`src/rtl/muldiv_unit_pkg.sv`:
```
// muldiv_unit_pkg: shared definitions for the RV M-extension multiply/divide unit.
//   - ctl (func3) operation encodings
//   - FSM state type
//   - operation latency constant (XLEN + 2 cycles from start to done)
//   - operand signedness helpers
package muldiv_unit_pkg;

    localparam logic [2:0] CTL_MUL    = 3'b000;
    localparam logic [2:0] CTL_MULH   = 3'b001;
    localparam logic [2:0] CTL_MULHSU = 3'b010;
    localparam logic [2:0] CTL_MULHU  = 3'b011;
    localparam logic [2:0] CTL_DIV    = 3'b100;
    localparam logic [2:0] CTL_DIVU   = 3'b101;
    localparam logic [2:0] CTL_REM    = 3'b110;
    localparam logic [2:0] CTL_REMU   = 3'b111;

    typedef enum logic [1:0] {
        ST_IDLE,
        ST_CALC,
        ST_FIX,
        ST_DONE
    } state_e;

    localparam int unsigned DEFAULT_XLEN    = 32;
    // Cycles from the start cycle to the done cycle for an iterative operation.
    localparam int unsigned DEFAULT_LATENCY = DEFAULT_XLEN + 2;

    function automatic int unsigned op_latency(input int unsigned xlen);
        return xlen + 2;
    endfunction

    function automatic logic a_is_signed(input logic [2:0] op);
        return (op == CTL_MULH) || (op == CTL_MULHSU) || (op == CTL_DIV) || (op == CTL_REM);
    endfunction

    function automatic logic b_is_signed(input logic [2:0] op);
        return (op == CTL_MULH) || (op == CTL_DIV) || (op == CTL_REM);
    endfunction

endpackage

```
`src/rtl/muldiv_signfix.sv`:
```
// muldiv_signfix: combinational sign handling for muldiv_unit.
//   a_in, b_in     : raw operands
//   a_sgn, b_sgn   : operand is interpreted as signed
//   a_mag, b_mag   : operand magnitudes
//   a_neg, b_neg   : operand is negative
//   raw_in, neg_in : unsigned 2*XLEN result and whether it must be negated
//   fix_out        : sign-corrected 2*XLEN result
module muldiv_signfix
    import muldiv_unit_pkg::*;
#(
    parameter int unsigned XLEN = DEFAULT_XLEN
) (
    input  logic [XLEN-1:0]   a_in,
    input  logic [XLEN-1:0]   b_in,
    input  logic              a_sgn,
    input  logic              b_sgn,
    output logic [XLEN-1:0]   a_mag,
    output logic [XLEN-1:0]   b_mag,
    output logic              a_neg,
    output logic              b_neg,
    input  logic [2*XLEN-1:0] raw_in,
    input  logic              neg_in,
    output logic [2*XLEN-1:0] fix_out
);

    always_comb begin
        a_neg   = a_sgn & a_in[XLEN-1];
        b_neg   = b_sgn & b_in[XLEN-1];
        a_mag   = a_neg ? ('0 - a_in) : a_in;
        b_mag   = b_neg ? ('0 - b_in) : b_in;
        fix_out = neg_in ? ('0 - raw_in) : raw_in;
    end

endmodule

```
`src/rtl/muldiv_unit.sv`:
```
// muldiv_unit: iterative RV M-extension multiply/divide unit.
//   clk, rst (sync, active-high), start (accepted in IDLE only),
//   ctl (func3 op select), a/b (rs1/rs2), result, done (1-cycle pulse),
//   busy (not IDLE), illegal (qualifies done for an unsupported op).
// Build option: define MULDIV_DIV_EN to include the divider datapath;
// without it, ctl 100-111 completes via the fast path with result 0 and illegal=1.
module muldiv_unit
    import muldiv_unit_pkg::*;
#(
    parameter int unsigned XLEN = DEFAULT_XLEN
) (
    input  logic            clk,
    input  logic            rst,
    input  logic            start,
    input  logic [2:0]      ctl,
    input  logic [XLEN-1:0] a,
    input  logic [XLEN-1:0] b,
    output logic [XLEN-1:0] result,
    output logic            done,
    output logic            busy,
    output logic            illegal
);

    localparam int unsigned CW = $clog2(XLEN);
    localparam logic [XLEN-1:0] MOST_NEG = {1'b1, {(XLEN-1){1'b0}}};

    state_e          state_q, state_d;
    logic [2:0]      ctl_q, ctl_d;
    logic [XLEN-1:0] a_q, a_d, b_q, b_d;
    logic [XLEN-1:0] hi_q, hi_d, lo_q, lo_d;
    logic [XLEN-1:0] result_q, result_d;
    logic [CW-1:0]   cnt_q, cnt_d;

    logic [2:0]      sel_ctl;
    logic [XLEN-1:0] sel_a, sel_b, a_mag, b_mag;
    logic            a_neg, b_neg;
    logic [2*XLEN-1:0] fix_src, fix_out;
    logic            fix_neg;
    logic [XLEN-1:0] fix_res;
    logic [XLEN:0]   mul_sum;
    logic            start_fast;

    // In IDLE the sign unit looks at the incoming operands so the iteration
    // registers can be preloaded with magnitudes on the accepting edge.
    always_comb begin
        sel_ctl = (state_q == ST_IDLE) ? ctl : ctl_q;
        sel_a   = (state_q == ST_IDLE) ? a   : a_q;
        sel_b   = (state_q == ST_IDLE) ? b   : b_q;
    end

    muldiv_signfix #(.XLEN(XLEN)) u_signfix (
        .a_in    (sel_a),
        .b_in    (sel_b),
        .a_sgn   (a_is_signed(sel_ctl)),
        .b_sgn   (b_is_signed(sel_ctl)),
        .a_mag   (a_mag),
        .b_mag   (b_mag),
        .a_neg   (a_neg),
        .b_neg   (b_neg),
        .raw_in  (fix_src),
        .neg_in  (fix_neg),
        .fix_out (fix_out)
    );

    always_comb begin
`ifdef MULDIV_DIV_EN
        start_fast = ctl[2] && ((b == '0) || (!ctl[0] && (a == MOST_NEG) && (b == '1)));
`else
        start_fast = ctl[2];
`endif
    end

    // State register and datapath registers.
    always_ff @(posedge clk) begin
        if (rst) begin
            state_q  <= ST_IDLE;
            ctl_q    <= '0;
            a_q      <= '0;
            b_q      <= '0;
            hi_q     <= '0;
            lo_q     <= '0;
            result_q <= '0;
            cnt_q    <= '0;
        end else begin
            state_q  <= state_d;
            ctl_q    <= ctl_d;
            a_q      <= a_d;
            b_q      <= b_d;
            hi_q     <= hi_d;
            lo_q     <= lo_d;
            result_q <= result_d;
            cnt_q    <= cnt_d;
        end
    end

    // Next-state logic.
    always_comb begin
        state_d = state_q;
        unique case (state_q)
            ST_IDLE: if (start) state_d = start_fast ? ST_FIX : ST_CALC;
            ST_CALC: if (cnt_q == CW'(XLEN - 1)) state_d = ST_FIX;
            ST_FIX:  state_d = ST_DONE;
            ST_DONE: state_d = ST_IDLE;
            default: state_d = ST_IDLE;
        endcase
    end

    // Iteration datapath: multiply keeps {hi,lo} as a right-shifting
    // accumulator/multiplier pair; divide keeps remainder in hi and shifts
    // quotient bits into lo from the bottom.
    always_comb begin
        ctl_d = ctl_q;
        a_d   = a_q;
        b_d   = b_q;
        hi_d  = hi_q;
        lo_d  = lo_q;
        cnt_d = cnt_q;
        mul_sum = {1'b0, hi_q} + (lo_q[0] ? {1'b0, a_mag} : '0);
`ifdef MULDIV_DIV_EN
        begin : div_step
            logic [XLEN:0] div_shift, div_diff;
            div_shift = {hi_q, lo_q[XLEN-1]};
            div_diff  = div_shift - {1'b0, b_mag};
            if (state_q == ST_CALC && ctl_q[2]) begin
                hi_d = div_diff[XLEN] ? div_shift[XLEN-1:0] : div_diff[XLEN-1:0];
                lo_d = {lo_q[XLEN-2:0], ~div_diff[XLEN]};
            end
        end
`endif
        if (state_q == ST_IDLE && start) begin
            ctl_d = ctl;
            a_d   = a;
            b_d   = b;
            cnt_d = '0;
            hi_d  = '0;
            lo_d  = ctl[2] ? a_mag : b_mag;
        end else if (state_q == ST_CALC) begin
            cnt_d = cnt_q + CW'(1);
            if (!ctl_q[2]) begin
                hi_d = mul_sum[XLEN:1];
                lo_d = {mul_sum[0], lo_q[XLEN-1:1]};
            end
        end
    end

    // Sign correction and output selection, applied in FIX.
    always_comb begin
        fix_src = {hi_q, lo_q};
        fix_neg = a_neg ^ b_neg;
`ifdef MULDIV_DIV_EN
        if (ctl_q[2]) begin
            if (ctl_q[1]) begin
                fix_src = {{XLEN{1'b0}}, hi_q};
                fix_neg = a_neg;
            end else begin
                fix_src = {{XLEN{1'b0}}, lo_q};
            end
        end
`endif
        fix_res = (!ctl_q[2] && (ctl_q != CTL_MUL)) ? fix_out[2*XLEN-1:XLEN] : fix_out[XLEN-1:0];
        if (ctl_q[2]) begin
`ifdef MULDIV_DIV_EN
            if (b_q == '0) begin
                fix_res = ctl_q[1] ? a_q : '1;
            end else if (!ctl_q[0] && (a_q == MOST_NEG) && (b_q == '1)) begin
                fix_res = ctl_q[1] ? '0 : a_q;
            end
`else
            fix_res = '0;
`endif
        end
        result_d = (state_q == ST_FIX) ? fix_res : result_q;
    end

    // Outputs.
    always_comb begin
        busy   = (state_q != ST_IDLE);
        done   = (state_q == ST_DONE);
        result = result_q;
`ifdef MULDIV_DIV_EN
        illegal = 1'b0;
`else
        illegal = (state_q == ST_DONE) && ctl_q[2];
`endif
    end

endmodule

```
`config.mk`:
```
export PLATFORM = sky130hd
export DESIGN_NAME = muldiv_unit
export DESIGN_NICKNAME = d
export VERILOG_FILES = /design/src/rtl/muldiv_unit_pkg.sv /design/src/rtl/muldiv_signfix.sv /design/src/rtl/muldiv_unit.sv
export SDC_FILE = /design/constraint.sdc
export NUM_CORES = 1
export LEC_CHECK = 0
export BUFFER_PORTS_ARGS = -buffer_cell sky130_fd_sc_hd__buf_2
export CAP_MARGIN = 20
export CORE_MARGIN = 3
export CORE_UTILIZATION = 56
export CTS_BUF_LIST = sky130_fd_sc_hd__clkbuf_4
export CTS_CLUSTER_SIZE = 40
export DETAILED_ROUTE_END_ITERATION = 6
export PLACE_DENSITY = 0.75
export SYNTH_ARGS = -nofsm -noshare
export SYNTH_HDL_FRONTEND = slang
export SYNTH_HIERARCHICAL = 1
export SYNTH_SLANG_ARGS = --single-unit
```
`constraint.sdc`:
```
create_clock -name clk -period 9.3 [get_ports clk]
set_clock_uncertainty 0.1 [all_clocks]
set_input_delay 0.465 -clock clk [delete_from_list [all_inputs] [get_ports clk]]
set_output_delay 0.465 -clock clk [all_outputs]
set_load 0.005 [all_outputs]
```
# == Word-level counts from Yosys, hierarchy flattened ==
# Index checks and enable logic that the tools add are counted.
# word_totals
ff_bits,170
latch_bits,0
ramBits,0
romBits,0
input_bits,70
word_cells,62
memories,0
# op_classes
add_sub_neg,5
multipliers,0
div,0
order_cmp,0
n_eq_ne,11
shifts,0
muxes,17
bitwise,4
n_reduce_logical,17
# ops
op,n
32-bit 2-to-1 mux,11
64-bit 2-to-1 mux,1
1-bit by 32-bit subtractor with 32-bit output (first input constant),2
1-bit by 64-bit subtractor with 64-bit output (first input constant),1
32-bit by 32-bit adder with 33-bit output,1
2-bit case mux with 4 select lines,1
3-bit equality test (second input constant),2
2-bit 2-to-1 mux,3
2-bit AND reduction,3
5-bit by 1-bit adder with 5-bit output (second input constant),1
5-bit equality test (second input constant),1
1-bit logical OR,5
2-bit equality test (second input constant),2
2-bit != test (second input constant),2
2-bit nonzero test,2
3-bit by 1-bit equality test with 1-bit output (second input constant),1
3-bit by 2-bit equality test with 1-bit output (second input constant),1
1-bit logical AND,3
3-bit 2-to-1 mux,1
3-bit nonzero test,1
1-bit bitwise AND,2
2-bit by 1-bit equality test with 1-bit output (second input constant),1
2-bit logical NOT,1
2-bit by 1-bit != test with 1-bit output (second input constant),1
4 further kinds,4

# == Depth between registers and ports, before layout ==
# Gate-level depths: netlist of run 1.
# depth
word_depth,13
depth_mapped,22
ltp_nobuf,20

# == By module ==
# Netlist of run 1, hierarchy kept.
# by_module_without_submodules
module,n_inst,cells_each,area_each_um2,seq_area_each_um2
muldiv_unit,1,1208,9741.8,3403.3
muldiv_signfix,1,430,2864.0,0.0

# == Worst setup path after synthesis of run 1 ==
# No wires, ideal clock.
# synth_timing
kind,register to register
from,reg state_q[0]
to,reg hi_q[31]
arrival_time_ns,4.896
slack_ns,4.230
stages_incl_launch_ff,23
path_buffers,2
synth_period_minus_slack_ns,5.070
cell_sequence,dfxtp_1 > inv_1 > ha_1 > clkbuf_1 > buf_1 > mux2_2 > inv_1 > ha_1 > nor3b_1 > nand3_1 > nor3_1 > nor2_1 > xnor2_1 > and2_1 > ha_1 > and3_1 > or3b_1 > a211o_1 > a31oi_4 > o211ai_2 > a41oi_2 > nand2_1 > a31oi_1
# synth_via
elab_cells_between_ends,19
# synth_rtl
element,line_no,source
start: declaration,muldiv_unit.sv:27,"state_e state_q, state_d;"
start signal: assignment,muldiv_unit.sv:85,state_q <= state_d;
2-bit logical NOT,muldiv_unit.sv:47,sel_a = (state_q == ST_IDLE) ? a : a_q;
32-bit 2-to-1 mux,muldiv_unit.sv:47,
named net sel_a[0],muldiv_unit.sv:35,"logic [XLEN-1:0] sel_a, sel_b, a_mag, b_mag;"
1-bit by 32-bit subtractor with 32-bit output,muldiv_signfix.sv:29,a_mag = a_neg ? ('0 - a_in) : a_in;
32-bit 2-to-1 mux,muldiv_signfix.sv:29,
named net a_mag[20],muldiv_unit.sv:35,
32-bit 2-to-1 mux,muldiv_unit.sv:118,"mul_sum = {1'b0, hi_q} + (lo_q[0] ? {1'b0, a_mag} : '0);"
32-bit by 32-bit adder with 33-bit output,muldiv_unit.sv:118,
end signal: assignment,muldiv_unit.sv:89,hi_q <= hi_d;
end: declaration,muldiv_unit.sv:30,"logic [XLEN-1:0] hi_q, hi_d, lo_q, lo_d;"
# The timed path passes the listed nets, and every way through them passes these cells.
# A chain may end at the register's enable or synchronous reset.

# == Worst setup path after layout of run 1 ==
# layout_timing
from,reg state_q[1]
to,reg hi_q[31]
# The elaborated chain is that of the path after synthesis.

==> results.yml, run 1 <==
outcome:
  status: "finished, final reports clean"
yosys:
  yosys.area_share.xor_xnor_pct: 10.0
  yosysTopAreaCell: "dfxtp_1"
  mappedNetlistNets: 1750
  muxShareOfSynthArea_pct: 8.97
  synth.area.top_cells: "dfxtp_1 (27%), mux2_2 (8.6%), nand2_1 (8.5%), xnor2_1 (7.2%), a21oi_1 (6.4%)"
  yosys.area_share.simple_pct: 24.5
  synth-edff-count: 0
  ys_types: 76
  yosysSeqAreaShare_pct: 27.0
  syn-mean-instance-area_um2: 7.70
  synth_compound_area_share_pct: 21.0
  yosysWarnings: 6
  ys_async_sr_fraction_pct: 0
  synth.top_cell.area_share_pct: 27.0
  synthCells: 1638
  synth-adder-area-share_pct: 4.23
  ys_ff_latch: 170
  synth_top_family_by_area: "simple AND/OR/NAND/NOR gates"
  synth_flop_cell: "dfxtp_1"
  synthesis.area_um2: 12600
global_route:
  grt_pass1_wl_mm: 61.3
  antenna_found_initial: 1
  grt_pass1_vias: 11300
  gr-total-overflow: 0
  grt_usage_pct: 31.2
  grt_max_degree: 69
pwr:
  ir_drop_uv: 167
  power_density_nw_per_um2: 293
  p_leak_uw: 0.00560
detailed_routing:
  wl_per_cell_um: 19.0
  vias: 12100
  drt-pass1-iter-count: 5
  ant_nets: 0
  drt_iter0_drc: 1160
  via_per_inst: 6.03
  drc: 0
  drt_wl_total_mm: 38.3
placed_design:
  dp.cells: 1923
  globalplace.congestion: 0.966
  io_buffer_count: 104
  hpwl_mm: 27.7
sta:
  rsz0062_at_grt: "false"
  fmax_mhz: 155
  worstMarginPinSlew_ps: 861
  fin_crit_ps: 6470
  finalCritPeriodShare_pct: 69.5
  hold_viol: 0
  setup_viol: 0
  maxSlewViolCount: 0
  whs_ps: 25.7
  finalSetupTns_ps: 0
  relSlewSlack_pct: 42.0
setup_path:
  worst-path-max-fanout: 38
  startpoint_type: "register"
  rr_worst_depth: 21
  endpoint_kind: "register"
  critPathArrivalTime_ps: 6900
  reg2reg_from: "state_q[1]"
  crit_start: "state_q[1]"
  crit_required_ps: 9730
  rrSetupSlack_ps: 2830
  r2r-end: "hi_q[31]"
  path_class: "reg -> reg"
clock_network:
  post_cts_buffers: 0
  cts-root-buf: "clkbuf_4"
  insertion_delay_ps: 600
  htree_levels: 4
  cts_num_sinks: 170
  cts.path.max_buffers: 2
  clk_pin_slew_ps: 160
  tritoncts: "built"
  cts_made_buffers: 17
worst_hold_path:
  hold_end: "b_q[21]"
  min-delay-start: "b[21]"
  hold_path_class: "in -> reg"
  holdPathStages: 3
floorplan:
  fp.dieH_um: 156
  coreArea_um2: 22000
  fp.dieW_um: 156
  start_util_pct: 57.4
  ios: 105
  rows: 54
  fp.dieArea_um2: 24300
final_layout:
  utilization_pct: 64.0
  areaGrowthSynthToFinish_pct: 11.4
  finalNetCount: 1833
  finalNonFillerCells: 2014
  drive_above_1_share_pct: 16.3
flow_run:
  cap_violations: 0
-- metrics by stage --
step	area (µm²)	power [µW]	setup slack [ps]
after floorplan	12600	3000	4230
after global placement	13200	3590	3050
after detailed placement	13200	3630	2940
after CTS	14000	4100	2900
after global routing	14000	4420	2350
final	14000	4120	2830
-- synthesized netlist by cell type (3+ instances only) --
| cell type | n |
|---|---|
| nand2_1 | 286 |
| dfxtp_1 | 170 |
| a21oi_1 | 162 |
| xnor2_1 | 103 |
| mux2_2 | 96 |
| clkbuf_1 | 91 |
| nor2_1 | 85 |
| nor2b_1 | 70 |
| o21ai_0 | 43 |
| and2_1 | 42 |
| a211oi_1 | 41 |
| ha_1 | 41 |
| xor2_1 | 41 |
| a311oi_1 | 32 |
| o31ai_1 | 30 |
| inv_1 | 26 |
| nor3_1 | 26 |
| nand3_1 | 23 |
| o41ai_1 | 19 |
| a21o_1 | 17 |
| nor4_1 | 16 |
| or3_1 | 15 |
| nand4_1 | 14 |
| or4_1 | 14 |
| buf_1 | 13 |
| a31oi_1 | 9 |
| o211ai_1 | 8 |
| and3_1 | 7 |
| buf_2 | 6 |
| nand2b_1 | 6 |
| o21ai_1 | 6 |
| mux2i_1 | 5 |
| o21bai_1 | 5 |
| or2_2 | 5 |
| nor3b_1 | 4 |
| o21a_1 | 4 |
| and3_2 | 3 |
| buf_4 | 3 |
| nand3b_1 | 3 |
-- how the worst max path moves through the flow --
stage,end,slack (ps),cells after the start
after floorplan,hi_q[31],4230,22
after global placement,hi_q[31],3050,21
after detailed placement,hi_q[31],2940,21
after CTS,hi_q[31],2900,21
after global routing,hi_q[31],2350,21
final,hi_q[31],2830,21
-- sequential cells by signal, indices dropped and copies added, names as in the netlist --
signal / cells
ctl_q: 3
result: 32
b_q: 32
cnt_q: 5
a_q: 32
hi_q: 32
state_q: 2
lo_q: 32
-- cell type report --
class	count	area, µm²
Sequential cell	170	3400
Inverter	26	97.6
Antenna cell	1	2.50
Fill cell	1962	7910
Clock inverter	14	139
Clock buffer	17	128
Multi-Input combinational cell	1329	8710
Timing Repair Buffer	177	1220
Tap cell	280	350
-- worst max-delay path, stage by stage (launching register included) --
cell      delay [ps]
dfxtp_1          360
inv_1            110
ha_2             720
buf_4            540
mux2_2           440
inv_1             70
ha_1             150
nor3b_1          600
nand3_1          140
nor3_1           600
nor2_1           120
xnor2_1          170
and2_1           160
ha_1             390
and3_1           200
or3b_1           350
a211o_1          290
a31oi_4          210
o211ai_2         120
a41oi_2          300
nand2_1           80
a31oi_1          150
-- logic make-up after synthesis --
logic type / count (synthesis)
AND/OR/NAND/NOR: 637
AO/OA/AOI/OAI: 405
flip-flops: 170
XOR/XNOR: 144
buffers and inverters: 139
multiplexers: 101
adder cells (fa/ha/maj): 42
-- where the power goes --
| group | leakage [µW] | internal, µW | switching (µW) |
|---|---|---|---|
| clock network | 0.000143 | 138 | 300 |
| logic | 0.00407 | 1110 | 1500 |
| registers | 0.00139 | 904 | 175 |
| total | 0.00560 | 2150 | 1970 |
-- repair_timing --
item                      in CTS  in global routing
hold endpoints to repair      59                  0
hold buffers                  59                  0
gates resized for setup        0                  0
-- per-layer routing --
metal | part of all wire, % | track usage (%) | vias up
li1 | - | - | 5985
met1 | 45 | 43.3 | 5703
met2 | 46 | 50.3 | 402
met3 | 6.1 | 4.47 | 50
met4 | 2.7 | 10.0 | 0
met5 | 0 | 0 | -
-- placed cells by master (no fill, tap or decap), types with 43 or more instances in the layout --
cell type	instances
nor2b_1	69
o21ai_0	43
mux2_2	96
dlygate4sd3_1	59
buf_2	103
xnor2_1	103
nand2_1	285
dfxtp_1	170
a21oi_1	162
nor2_1	83
Power figures use the tool's default switching activity.
==> run 2: changes to the inputs <==
- clock period: 9.3 -> 6.6 ns (I/O delays scaled with it)
==> run 2 against run 1 <==
Critical endpoint unchanged. Power up 43%. Maximum frequency increased by 13%. Via count up 1.7%. Largest power group unchanged. Cell area rose by 0.86%.
==> results.yml, run 2 (synthesized netlist as in run 1, its figures left out) <==
outcome:
  status: "finished, final reports clean"
clock_network:
  cts_num_sinks: 170
  cts_made_buffers: 17
  tritoncts: "built"
  cts-root-buf: "clkbuf_4"
  post_cts_buffers: 0
  post_cts_resized: 0
  insertion_delay_ps: 590
  htree_levels: 4
  cts.path.max_buffers: 2
  clk_pin_slew_ps: 160
sta:
  worstMarginPinSlew_ps: 1040
  maxSlewViolCount: 0
  finalSetupTns_ps: 0
  fin_crit_ps: 5710
  fmax_mhz: 175
  setup_viol: 0
  finalCritPeriodShare_pct: 86.4
  rsz0062_at_grt: "false"
  hold_viol: 0
  relSlewSlack_pct: 30.9
detailed_routing:
  ant_nets: 0
  drt-pass1-iter-count: 5
  vias: 12300
  drt_iter0_drc: 1286
  wl_per_cell_um: 18.9
  via_per_inst: 6.10
  drt_wl_total_mm: 38.3
  drc: 0
final_layout:
  utilization_pct: 64.5
  final_cell_mix: "nand2_1 (285), dfxtp_1 (170), a21oi_1 (162), xnor2_1 (103), buf_2 (103)"
  fill_cells: 1910
  final_common_cell: "nand2_1"
  seq_area_um2: 3400
  finalNetCount: 1841
  multiInputGateArea_um2: 8710
  drive_above_1_share_pct: 16.3
  areaGrowthSynthToFinish_pct: 12.4
pwr:
  pwr-share-clk_pct: 10.9
  ir_drop_uv: 225
  swShare_pct: 47.8
  p_comb_share_pct: 62.7
  power.switching_uw: 2830
  power.internal_uw: 3080
  p_leak_uw: 0.00565
  power_density_nw_per_um2: 417
  seqPwrFrac_pct: 26.4
floorplan:
  fp.dieH_um: 156
  ios: 105
  coreArea_um2: 22000
  fp.dieW_um: 156
  fp.dieArea_um2: 24300
  rows: 54
  start_util_pct: 57.4
setup_path:
  endpoint_kind: "register"
  crit_required_ps: 7030
  rr_worst_depth: 20
  path_class: "reg -> reg"
  critPathArrivalTime_ps: 6140
  rrSetupSlack_ps: 890
  worst-path-max-fanout: 27
  startpoint_type: "register"
global_route:
  gr-total-overflow: 0
  grt_max_degree: 112
  antenna_found_initial: 1
  grt_pass1_vias: 11400
  grt_pass1_wl_mm: 61.0
  grt_usage_pct: 30.9
worst_hold_path:
  hold_path_class: "in -> reg"
  holdPathStages: 4
placed_design:
  globalplace.congestion: 0.971
  io_buffer_count: 104
  hpwl_mm: 27.5
flow_run:
  cap_violations: 0
-- run 2: timing repair --
action / CTS / global route
endpoints found under the setup margin: 0 / 0
endpoints found under the hold margin: 66 / 0
hold buffers: 66 / 0
-- run 2: power by group through the flow --
stage               Clock (µW)  Sequential (µW)  Combinational, µW
floorplan                    0             1470               2750
global placement             0             1570               3530
detailed placement           0             1570               3570
CTS                        663             1550               3630
global route               695             1590               4020
finish                     646             1560               3700
-- run 2: path summary, 6_finish.rpt --
kind,startpoint,endpoint
worst max-delay path,state_q[1],hi_q[31]
worst min register to register,b_q[9],b_q[9]
worst min-delay path,start,state_q[0]
worst max register to register,state_q[1],hi_q[31]
-- run 2: final cells by class --
class	instances	share of cell area (%)
clock buffers	17	0.901
inverters	26	0.689
diodes	1	0.0177
clock inverters	14	1.15
flip-flops and latches	170	24.0
multi-input cells	1329	61.5
well taps	280	2.47
repair buffers	185	9.29
-- run 2: routing by layer --
layer	vias to the layer above	part of all wire, %	global-route usage, %
met2	459	45	49.1
met3	72	6.9	5.02
met1	5801	45	42.8
met5	-	0	0
met4	0	3.2	10.2
li1	6009	-	-
-- run 2: critical path, cell delays in order, from the launching register on --
cell	delay, ps
dfxtp_1	360
inv_1	100
ha_2	580
mux2_2	460
inv_1	70
ha_1	160
nor3b_1	530
nand3_1	150
nor3_1	550
nor2_1	110
xnor2_1	170
and2_1	180
ha_1	390
and3_1	210
or3b_1	360
a211o_1	290
a31oi_4	230
o211ai_2	120
a41oi_2	270
nand2_1	70
a31oi_1	160
-- run 2: stage by stage --
step	std cells	worst slack (ps)	power (µW)	hold slack (ps)	cell area [µm²]
3_3_place_gp	1923	1190	5100	339	13200
5_1_grt	2022	467	6310	107	14200
4_1_cts	2020	1000	5840	62.0	14100
6_report	2022	895	5910	88.5	14200
2_1_floorplan	1638	1530	4230	334	12600
3_5_place_dp	1923	1060	5140	344	13200
==> run 3: changes to the inputs <==
- REMOVE_ABC_BUFFERS: default -> 1
==> run 3 against run 2 <==
Global-route usage down 2.0 points. Clock-buffer cell count unchanged. Sequential power is essentially flat. Register-to-register slack better by 20 ps. First-iteration DRC count decreased by 29%. Largest power group unchanged. Wire length decreased by 6.0%.
==> results.yml, run 3 (synthesized netlist as in run 1, its figures left out) <==
detailed_routing:
  route.met2.wl_mm: 16.0
  drt_wl_total_mm: 36.0
  ant_nets: 0
  wl_per_cell_um: 17.8
  wl_met3_mm: 2.03
  wl_met1_mm: 17.2
  via_per_inst: 6.01
  highest_layer: "met4"
  vias: 12200
  drt-pass1-iter-count: 5
  drt_iter0_drc: 917
  drc: 0
placed_design:
  dpl_worst_slack_ps: 1090
  placed_area_um2: 13200
  io_buffer_count: 104
  globalplace.congestion: 0.940
  hpwl_mm: 25.2
floorplan:
  fp.dieW_um: 156
  fp.dieArea_um2: 24300
  rows: 54
  coreArea_um2: 22000
  start_util_pct: 57.4
  fp.dieH_um: 156
  ios: 105
final_layout:
  finalNetCount: 1846
  utilization_pct: 64.5
  seq_area_um2: 3400
  drive_above_1_share_pct: 16.3
  areaGrowthSynthToFinish_pct: 12.4
  fin_area_um2: 14200
  final_common_cell: "nand2_1"
  final_cell_mix: "nand2_1 (285), dfxtp_1 (170), a21oi_1 (162), xnor2_1 (103), buf_2 (103)"
  multiInputGateArea_um2: 8710
  fill_cells: 1952
clock_network:
  post_cts_resized: 0
  htree_levels: 4
  cts_made_buffers: 17
  clk_pin_slew_ps: 150
  cts_num_sinks: 170
  tritoncts: "built"
  cts.path.max_buffers: 2
  insertion_delay_ps: 580
  cts-root-buf: "clkbuf_4"
sta:
  maxSlewViolCount: 0
  finalSetupTns_ps: 0
  setup_ws_ps: 911
  fmax_mhz: 176
  worstMarginPinSlew_ps: 1110
  fin_crit_ps: 5690
  finalCritPeriodShare_pct: 86.2
  setup_viol: 0
  relSlewSlack_pct: 26.0
  hold_viol: 0
  rsz0062_at_grt: "false"
pwr:
  power_density_nw_per_um2: 405
  total_power_uw: 5740
  swShare_pct: 46.4
  power.internal_uw: 3080
  seqPwrFrac_pct: 27.3
  power.switching_uw: 2660
  ir_drop_uv: 230
  p_comb_share_pct: 61.8
  pwr-share-clk_pct: 10.9
  p_leak_uw: 0.00566
global_route:
  grt_pass1_vias: 11100
  grt_usage_pct: 28.9
  grt_max_degree: 101
  gr-total-overflow: 0
  antenna_found_initial: 1
  grt_pass1_wl_mm: 57.7
worst_hold_path:
  hold_path_class: "in -> reg"
setup_path:
  startpoint_type: "register"
  path_class: "reg -> reg"
  crit_required_ps: 7010
  worst-path-max-fanout: 9
  critPathArrivalTime_ps: 6100
  endpoint_kind: "register"
  rrSetupSlack_ps: 910
outcome:
  status: "finished, final reports clean"
flow_run:
  cap_violations: 0
==> run 3: cell count changes in the layout (fill, tap and decap cells not counted) <==
cell and change:
buf_4 +6, clkinv_1 +3, clkinvlp_4 -2, inv_8 -2
buf_16 -1, clkinv_4 +1
==> run 3: layer usage <==
metal / global-route usage, % / up-vias
met5: 0 / -
met4: 7.95 / 0
met3: 3.30 / 46
met2: 45.6 / 411
met1: 41.8 / 5713
li1: - / 6016
==> run 3: power groups by stage <==
stage               clock, µW  sequential [µW]  combinational [µW]
floorplan                   0             1480                2670
global placement            0             1570                3400
detailed placement          0             1580                3440
CTS                       643             1550                3510
global route              678             1600                3890
finish                    627             1570                3540
==> run 3: critical path, stage by stage (launching register included) <==
cell	delay [ps]
dfxtp_1	360
inv_1	90
ha_2	410
mux2_2	430
inv_1	70
ha_1	170
nor3b_1	540
nand3_1	230
nor3_1	690
nor2_1	110
xnor2_1	180
and2_1	170
ha_1	380
and3_1	200
or3b_1	350
a211o_1	290
a31oi_4	210
o211ai_2	120
a41oi_2	270
nand2_1	80
a31oi_1	160
==> run 3: cell type report <==
| cell class | count | share of cell area (%) |
|---|---|---|
| multi-input combinational | 1329 | 61.5 |
| clock buffer | 17 | 0.901 |
| sequential | 170 | 24.0 |
| tap | 280 | 2.47 |
| antenna | 1 | 0.0177 |
| timing repair buffer | 190 | 9.41 |
| inverter | 26 | 0.689 |
| clock inverter | 14 | 1.02 |
==> run 3: what timing repair did <==
item	CTS	global route
hold buffers	66	0
endpoints found under the hold margin	66	0
buffers inserted	0	0
==> run 3: through the flow <==
step                instances  hold slack [ps]
floorplan                1525              299
global placement         1929              339
detailed placement       1929              345
CTS                      2026             20.7
global route             2027             34.7
finish                   2027             43.4
==> run 3: final timing paths <==
kind,from,end,cells after the start
hold / removal,rst,result[26],2
hold reg to reg,a_q[27],a_q[27],2
setup / recovery,state_q[0],hi_q[31],20
setup reg to reg,state_q[0],hi_q[31],20
